===== src/rtl/div_pkg.sv =====
// Shared types and constants for the shared restoring-divider controller.
package div_pkg;

    localparam int unsigned DEF_WIDTH = 4;
    localparam int unsigned CNT_W     = $clog2(DEF_WIDTH + 1);

    // Quotient/remainder reported for a zero divisor
    localparam logic [DEF_WIDTH-1:0] DBZ_RESULT = '1;

    typedef enum logic [1:0] {
        IDLE = 2'd0,
        CALC = 2'd1,
        DONE = 2'd2
    } state_t;

endpackage


===== src/rtl/div_share_if.sv =====
// Request/response bundle between two requesters, a consumer and the divider controller.
interface div_share_if import div_pkg::*; #(
    parameter int unsigned WIDTH = DEF_WIDTH
);
    logic             req0_valid;
    logic             req0_ready;
    logic [WIDTH-1:0] req0_dividend;
    logic [WIDTH-1:0] req0_divisor;
    logic             req1_valid;
    logic             req1_ready;
    logic [WIDTH-1:0] req1_dividend;
    logic [WIDTH-1:0] req1_divisor;
    logic             rsp_valid;
    logic             rsp_ready;
    logic             rsp_id;
    logic [WIDTH-1:0] rsp_quotient;
    logic [WIDTH-1:0] rsp_remainder;
    logic             rsp_dbz;

    modport master (
        output req0_valid, req0_dividend, req0_divisor,
        output req1_valid, req1_dividend, req1_divisor,
        input  req0_ready, req1_ready,
        input  rsp_valid, rsp_id, rsp_quotient, rsp_remainder, rsp_dbz,
        output rsp_ready
    );

    modport slave (
        input  req0_valid, req0_dividend, req0_divisor,
        input  req1_valid, req1_dividend, req1_divisor,
        output req0_ready, req1_ready,
        output rsp_valid, rsp_id, rsp_quotient, rsp_remainder, rsp_dbz,
        input  rsp_ready
    );
endinterface


===== src/rtl/div_restore_step.sv =====
// One restoring shift-subtract iteration: shift a dividend bit into the partial remainder.
module div_restore_step import div_pkg::*; #(
    parameter int unsigned WIDTH = DEF_WIDTH
) (
    input  logic [WIDTH:0]   rem,
    input  logic             shift_in,
    input  logic [WIDTH-1:0] divisor,
    output logic [WIDTH:0]   rem_next,
    output logic             q_bit
);
    logic [WIDTH+1:0] trial;

    always_comb begin
        trial    = {rem, shift_in};
        q_bit    = (trial >= (WIDTH+2)'(divisor));
        rem_next = q_bit ? (WIDTH+1)'(trial - (WIDTH+2)'(divisor)) : (WIDTH+1)'(trial);
    end
endmodule


===== src/rtl/div_share_ctrl.sv =====
// Round-robin sharing of one iterative restoring divider between two requesters.
// Optional saturating op/dbz counters are built when DIV_SHARE_STATS_EN is defined.
module div_share_ctrl import div_pkg::*; #(
    parameter int unsigned WIDTH = DEF_WIDTH
) (
    input  logic        clk,
    input  logic        rst,
    input  logic        ena,
    div_share_if.slave  bus,
    output logic        busy,
    output logic [15:0] stat_ops,
    output logic [15:0] stat_dbz
);
    localparam int unsigned      CW        = CNT_W;
    localparam logic [CW-1:0]    LAST_ITER = CW'(WIDTH - 1);
    localparam logic [WIDTH-1:0] DBZ_VAL   = WIDTH'(DBZ_RESULT);

    state_t           state, state_d;
    logic             ptr;
    logic             op_id;
    logic [WIDTH-1:0] dvd;
    logic [WIDTH-1:0] dsr;
    logic [WIDTH:0]   rem;
    logic [CW-1:0]    cnt;
    logic             rsp_valid_q, rsp_id_q, rsp_dbz_q;
    logic [WIDTH-1:0] rsp_q_q, rsp_r_q;

    logic             rdy0_c, rdy1_c, accept_c, rsp_hs_c, last_c;
    logic [WIDTH-1:0] acc_dividend_c, acc_divisor_c;
    logic [WIDTH:0]   rem_next;
    logic             q_bit;

    // Round-robin grant; the pointer only breaks ties
    always_comb begin
        rdy0_c = (state == IDLE) & ena & bus.req0_valid & (~bus.req1_valid | ~ptr);
        rdy1_c = (state == IDLE) & ena & bus.req1_valid & (~bus.req0_valid | ptr);
        accept_c       = rdy0_c | rdy1_c;
        acc_dividend_c = rdy1_c ? bus.req1_dividend : bus.req0_dividend;
        acc_divisor_c  = rdy1_c ? bus.req1_divisor  : bus.req0_divisor;
        rsp_hs_c       = ena & (state == DONE) & rsp_valid_q & bus.rsp_ready;
        last_c         = (cnt == LAST_ITER);
    end

    assign bus.req0_ready    = rdy0_c;
    assign bus.req1_ready    = rdy1_c;
    assign bus.rsp_valid     = rsp_valid_q;
    assign bus.rsp_id        = rsp_id_q;
    assign bus.rsp_quotient  = rsp_q_q;
    assign bus.rsp_remainder = rsp_r_q;
    assign bus.rsp_dbz       = rsp_dbz_q;

    always_comb begin
        state_d = state;
        if (ena) begin
            case (state)
                IDLE:    if (accept_c) state_d = (acc_divisor_c == '0) ? DONE : CALC;
                CALC:    if (last_c)   state_d = DONE;
                DONE:    if (rsp_hs_c) state_d = IDLE;
                default: state_d = IDLE;
            endcase
        end
    end

    always_ff @(posedge clk) begin
        if (rst) state <= IDLE;
        else     state <= state_d;
    end

    div_restore_step #(.WIDTH(WIDTH)) u_step (
        .rem      (rem),
        .shift_in (dvd[WIDTH-1]),
        .divisor  (dsr),
        .rem_next (rem_next),
        .q_bit    (q_bit)
    );

    // Operand capture, iteration datapath and response registers
    always_ff @(posedge clk) begin
        if (rst) begin
            ptr         <= 1'b0;
            op_id       <= 1'b0;
            dvd         <= '0;
            dsr         <= '0;
            rem         <= '0;
            cnt         <= '0;
            busy        <= 1'b0;
            rsp_valid_q <= 1'b0;
            rsp_id_q    <= 1'b0;
            rsp_dbz_q   <= 1'b0;
            rsp_q_q     <= '0;
            rsp_r_q     <= '0;
        end else begin
            busy <= (state_d != IDLE);
            if (accept_c) begin
                ptr   <= ~rdy1_c;
                op_id <= rdy1_c;
                dvd   <= acc_dividend_c;
                dsr   <= acc_divisor_c;
                rem   <= '0;
                cnt   <= '0;
                if (acc_divisor_c == '0) begin
                    rsp_valid_q <= 1'b1;
                    rsp_id_q    <= rdy1_c;
                    rsp_dbz_q   <= 1'b1;
                    rsp_q_q     <= DBZ_VAL;
                    rsp_r_q     <= DBZ_VAL;
                end
            end
            if (ena && (state == CALC)) begin
                dvd <= {dvd[WIDTH-2:0], q_bit};
                rem <= rem_next;
                cnt <= cnt + CW'(1);
                if (last_c) begin
                    rsp_valid_q <= 1'b1;
                    rsp_id_q    <= op_id;
                    rsp_dbz_q   <= 1'b0;
                    rsp_q_q     <= {dvd[WIDTH-2:0], q_bit};
                    rsp_r_q     <= rem_next[WIDTH-1:0];
                end
            end
            if (rsp_hs_c) rsp_valid_q <= 1'b0;
        end
    end

`ifdef DIV_SHARE_STATS_EN
    always_ff @(posedge clk) begin
        if (rst) begin
            stat_ops <= '0;
            stat_dbz <= '0;
        end else if (rsp_hs_c) begin
            if (stat_ops != 16'hFFFF) stat_ops <= stat_ops + 16'd1;
            if (rsp_dbz_q && (stat_dbz != 16'hFFFF)) stat_dbz <= stat_dbz + 16'd1;
        end
    end
`else
    assign stat_ops = '0;
    assign stat_dbz = '0;
`endif

endmodule


===== src/flat_wrapper.sv =====
// flat-port wrapper written by rule: the top's interface ports become plain ports
module div_share_ctrl_flat import div_pkg::*;
#(
    parameter int unsigned WIDTH = DEF_WIDTH
)
  (clk, rst, ena, busy, stat_ops, stat_dbz, bus_req0_valid, bus_req0_dividend, bus_req0_divisor, bus_req1_valid, bus_req1_dividend, bus_req1_divisor, bus_req0_ready, bus_req1_ready, bus_rsp_valid, bus_rsp_id, bus_rsp_quotient, bus_rsp_remainder, bus_rsp_dbz, bus_rsp_ready);
  div_share_if #(.WIDTH(WIDTH)) bus_i ();
  input  logic clk;
  input  logic rst;
  input  logic ena;
  output logic busy;
  output logic [15:0] stat_ops;
  output logic [15:0] stat_dbz;
  input wire logic [$bits(bus_i.req0_valid)-1:0] bus_req0_valid;
  input wire logic [$bits(bus_i.req0_dividend)-1:0] bus_req0_dividend;
  input wire logic [$bits(bus_i.req0_divisor)-1:0] bus_req0_divisor;
  input wire logic [$bits(bus_i.req1_valid)-1:0] bus_req1_valid;
  input wire logic [$bits(bus_i.req1_dividend)-1:0] bus_req1_dividend;
  input wire logic [$bits(bus_i.req1_divisor)-1:0] bus_req1_divisor;
  output wire logic [$bits(bus_i.req0_ready)-1:0] bus_req0_ready;
  output wire logic [$bits(bus_i.req1_ready)-1:0] bus_req1_ready;
  output wire logic [$bits(bus_i.rsp_valid)-1:0] bus_rsp_valid;
  output wire logic [$bits(bus_i.rsp_id)-1:0] bus_rsp_id;
  output wire logic [$bits(bus_i.rsp_quotient)-1:0] bus_rsp_quotient;
  output wire logic [$bits(bus_i.rsp_remainder)-1:0] bus_rsp_remainder;
  output wire logic [$bits(bus_i.rsp_dbz)-1:0] bus_rsp_dbz;
  input wire logic [$bits(bus_i.rsp_ready)-1:0] bus_rsp_ready;
  assign bus_i.req0_valid = bus_req0_valid;
  assign bus_i.req0_dividend = bus_req0_dividend;
  assign bus_i.req0_divisor = bus_req0_divisor;
  assign bus_i.req1_valid = bus_req1_valid;
  assign bus_i.req1_dividend = bus_req1_dividend;
  assign bus_i.req1_divisor = bus_req1_divisor;
  assign bus_req0_ready = bus_i.req0_ready;
  assign bus_req1_ready = bus_i.req1_ready;
  assign bus_rsp_valid = bus_i.rsp_valid;
  assign bus_rsp_id = bus_i.rsp_id;
  assign bus_rsp_quotient = bus_i.rsp_quotient;
  assign bus_rsp_remainder = bus_i.rsp_remainder;
  assign bus_rsp_dbz = bus_i.rsp_dbz;
  assign bus_i.rsp_ready = bus_rsp_ready;
  div_share_ctrl #(.WIDTH(WIDTH)) u_core (.clk(clk), .rst(rst), .ena(ena), .bus(bus_i), .busy(busy), .stat_ops(stat_ops), .stat_dbz(stat_dbz));
endmodule

===== config.mk =====
export PLATFORM = sky130hd
export DESIGN_NAME = div_share_ctrl_flat
export DESIGN_NICKNAME = d
export VERILOG_FILES = /design/src/rtl/div_pkg.sv /design/src/rtl/div_share_if.sv /design/src/rtl/div_restore_step.sv /design/src/rtl/div_share_ctrl.sv /design/src/flat_wrapper.sv
export SDC_FILE = /design/constraint.sdc
export NUM_CORES = 1
export LEC_CHECK = 0
export ABC_AREA = 0
export CORE_MARGIN = 1
export CORE_UTILIZATION = 40
export CTS_BUF_LIST = sky130_fd_sc_hd__clkbuf_2
export DETAILED_ROUTE_END_ITERATION = 6
export PLACE_DENSITY = 0.73
export REMOVE_ABC_BUFFERS = 1
export SLEW_MARGIN = 30
export SYNTH_ARGS = -nofsm -noshare
export SYNTH_HDL_FRONTEND = slang
export SYNTH_HIERARCHICAL = 1
export SYNTH_SLANG_ARGS = --single-unit

===== constraint.sdc =====
create_clock -name clk -period 2.73 [get_ports clk]
set_input_delay 0.546 -clock clk [delete_from_list [all_inputs] [get_ports clk]]
set_output_delay 0.546 -clock clk [all_outputs]
set_load 0.01 [all_outputs]

==> summary.md <==
For the pin with the worst max-slew slack, the measured transition is 724 ps. Setup repair after global routing left no endpoint under its margin. The final wirelength came out at 3840 µm. Sequential cells were found to cover 34.0% of the synthesized design area. After global routing, the most crowded layer is met2. STA classifies the critical path startpoint as an input pin.

Port buffering added 35 buffers. For this run, the slowest stage of the critical path takes 530 ps. The number of nets in the final layout was 285; the via count of the first global-routing pass was 1456. The pre-antenna-repair detailed-routing pass consisted of 6 iterations. The run gives 0 as the count of cells resized by post-cts repair. The tools report the headroom to the max-slew limit as 51.4%. For this run, the leading register cell type out of synthesis is dfxtp_1.

The setup check on the worst reg-to-reg path leaves a slack of 280 ps. Per report_power, the clock group accounts for 21.3% of the total. The total grt overflow was 0; the placed wire-length estimate after detailed placement was 2890 µm. The final reports fail on design-rule violations.

The CTS clock-pin slew for the worst setup and hold paths is 140 ps. In this run the worst hold path is classified as reg -> reg. The ratio of total power to cell area works out to 449 nW/µm². Of the available clock period, the critical path in the final layout requires 95.9%. For this design the top-level I/O count stands at 68. Combinational logic burns 27.7% of the power. The number of inserted diodes was 0. The all-layer global routing usage is 17.1%. The number of design rule violations left after detail routing is 16.

Register bit total from synthesis: 32. Internal power comes to 0.000681 W. The switching component of the power is 0.000319 W. The logs give 4440 µm² for the core region area and 2 for the maximum buffer depth of the clock tree.

On the final layout, the worst clock skew is 14.1 ps. Yosys mapped a number of flops with a built-in enable equal to 0. The post-layout minimum cycle time came out at 2620 ps.

The startpoint identified for the worst hold timing path is u_core/ptr. Data on the critical path arrives at its endpoint at 2070 ps. The master cell of the clock root buffer was clkbuf_2. The floorplan step defined a die boundary enclosing 4990 µm².

Global routing consumed, on the met1 layer, 22.4% of the routing resources. The first-pass GRT wire length was 6670 µm; the overall die width was 70.6 µm. The setup path with the least slack is of type in -> out.

The final max-slew violation count was 0. The tools report the startpoint of the worst register-to-register path as u_core/dvd[3]. The switching part of the total works out to 31.9%.

The slowest stage of the critical path belongs to the cell clkdlybuf4s50_1. At the worst endpoint, the required time is 2180 ps. The worst-case IR drop observed on VDD is 0.000222 V.

For this run, the top clock speed supported by timing is 382 MHz. The per-cell via count in the routed design was 5.03; the number of clock buffers inserted by TritonCTS was 5. The endpoint identified for the worst register-to-register timing path is u_core/bus.rsp_remainder[1].

In the final layout, the share of cells above drive strength 1 is 8.98%. Synthesis instantiated 45 different standard cells from the library. The run finished, with violations left.

The cell depth of the worst flop-to-flop path came out at 9. The tools report the endpoint with the worst hold slack as u_core/ptr. The number of antenna violations at the first check in global routing is 0, and the total number of yosys warnings is 6. The maximum fanout encountered on the critical timing path came out at 6. Per report_power, the sequential group accounts for 51.0% of the total.

For this design the static power due to leakage is 1.01 nW. In the global route stage, met3 resource usage came out at 5.70%. Counting flops with an async set or reset pin after synthesis yields a share of 0%. Once the floorplan was initialized, standard cells occupied 42.4% of the core. Maximum number of pins on one net before global-route repair: 27. Across the run, the number of max-cap violations was 0.

The endpoint class of the critical path is a primary output. At the end of routability-driven placement, the weighted congestion stood at 0.773. For this design, the sink count on the clock tree is 32. The synthesis-to-layout area growth came out at 18.3%. The cell that appears most often on the critical path is clkdlybuf4s50_1.

The worst hold path stage count is 2, and the utilization of the core after routing is 50.1%. The number of placement rows was 24; the summed negative setup slack over all endpoints was 0 ps. For the number of H-tree levels, the log shows 2. The die outline height works out to 70.6 µm.

Detailed routing inserted a total of 1549 vias. The final number of hold-violating endpoints is 0, and the count of mapped cells out of synthesis is 216. TritonCTS built the clock tree. For the met2 global-route usage, the log shows 26.4%. The average instance in the mapped netlist occupies 8.72 µm². The detail route stage leaves a number of antenna-violating nets equal to 0. After the first detailed-routing iteration, the DRC count stood at 95. The tools report the netlist area before placement as 1880 µm². At the later pin of the worst-skew pair, clock insertion delay measures 360 ps. After detailed routing, the average wire length per cell comes to 12.5 µm.

The run gives 0 as the number of failing setup endpoints in the final timing report. Traced cell by cell, the critical path runs through clkdlybuf4s50_1, nor3b_4, nand3_2, inv_2, clkdlybuf4s50_1.
## synth_stat cells, types with 2 or more instances
master | instances | area, µm²
mux2i_1 | 17 | 170
a21oi_1 | 10 | 50.1
o221ai_1 | 4 | 35.0
buf_4 | 33 | 248
inv_1 | 11 | 41.3
a211oi_1 | 4 | 30.0
nand3_1 | 8 | 40.0
o21ai_0 | 13 | 65.1
buf_2 | 3 | 15.0
nor2_1 | 10 | 37.5
clkbuf_1 | 5 | 18.8
nand4_1 | 4 | 25.0
a21o_1 | 2 | 15.0
ha_1 | 6 | 75.1
dfxtp_1 | 32 | 641
nand2_1 | 20 | 75.1
o21ai_1 | 2 | 10.0
a31oi_1 | 5 | 31.3
## power groups by stage
stage / clock (W) / combinational [W] / sequential, W
global placement: 0 / 0.000271 / 0.000520
global route: 0.000240 / 0.000311 / 0.000514
CTS: 0.000221 / 0.000278 / 0.000511
detailed placement: 0 / 0.000277 / 0.000521
floorplan: 0 / 0.000177 / 0.000518
finish: 0.000213 / 0.000277 / 0.000511
## through the flow
| stage | hold WS (ps) | area (µm²) | power [W] | worst slack, ps | cells |
|---|---|---|---|---|---|
| detailed placement | 456 | 2190 | 0.000798 | 95.3 | 301 |
| CTS | 474 | 2230 | 0.00101 | 100 | 308 |
| floorplan | 438 | 1720 | 0.000695 | 437 | 206 |
| finish | 473 | 2230 | 0.00100 | 112 | 308 |
| global route | 491 | 2230 | 0.00106 | 12.2 | 308 |
| global placement | 455 | 2190 | 0.000791 | 112 | 301 |
## timing repair
action                                  4_1_cts  5_1_grt
hold buffers                                  0        0
endpoints found under the setup margin        0        1
setup buffers                                 0        0
## registers in the layout (all words and copies together) (netlist names)
register / flops
u_core/bus.rsp_dbz: 1
u_core/bus.rsp_id: 1
u_core/bus.rsp_quotient: 4
u_core/bus.rsp_remainder: 4
u_core/bus.rsp_valid: 1
u_core/busy: 1
u_core/cnt: 3
u_core/dsr: 4
u_core/dvd: 4
u_core/op_id: 1
u_core/ptr: 1
u_core/rem: 5
u_core/state: 2
## final cells by class
type / count / area [µm²]
Tap cell: 52 / 65.1
Fill cell: 442 / 2220
Sequential cell: 32 / 641
Clock inverter: 1 / 5.00
Multi-Input combinational cell: 162 / 1030
Clock buffer: 6 / 30.0
Inverter: 12 / 45.0
Timing Repair Buffer: 43 / 410
## how the worst max path moves through the flow
stage,startpoint,end,slack (ps)
global route,ena,bus_req0_ready,10
floorplan,u_core/dvd[3],u_core/bus.rsp_remainder[1],440
finish,ena,bus_req1_ready,110
global placement,ena,bus_req1_ready,110
detailed placement,ena,bus_req0_ready,100
CTS,ena,bus_req0_ready,100
## routing by layer
metal | vias up | part of all wire, %
met5 | - | 0
met4 | 0 | 1.1
met3 | 5 | 6.0
met2 | 52 | 45
met1 | 713 | 48
li1 | 779 | -
## layout by cell type (no fill, tap or decap), drive strengths merged, types with 2 or more instances in the layout
master / Yosys / final
a31oi: 5 / 5
a21o: 3 / 3
clkdlybuf4s50: 0 / 35
nand2: 21 / 21
a21oi: 10 / 10
o21ai: 15 / 15
a211oi: 4 / 4
mux2i: 17 / 17
clkbuf: 5 / 6
nand3: 9 / 9
conb: 1 / 32
o221ai: 4 / 4
nor2: 10 / 10
o21bai: 2 / 2
ha: 6 / 6
buf: 36 / 8
dfxtp: 32 / 32
inv: 12 / 12
nand4: 4 / 4
## critical path: cells and delay by family
family / cells / cell delay (ps)
and+or+nand+nor: 2 / 420
buffers and inverters: 3 / 1110
## cell families after synthesis
logic type,count (synthesis),share of synthesized area [%]
flip-flops,32,34.0
AND/OR/NAND/NOR,53,14.5
other,1,0.199
adder cells (fa/ha/maj),7,5.05
XOR/XNOR,2,0.930
buffers and inverters,53,17.3
AO/OA/AOI/OAI,50,18.1
multiplexers,18,9.83
No activity file was read; power rests on OpenSTA's default activity.
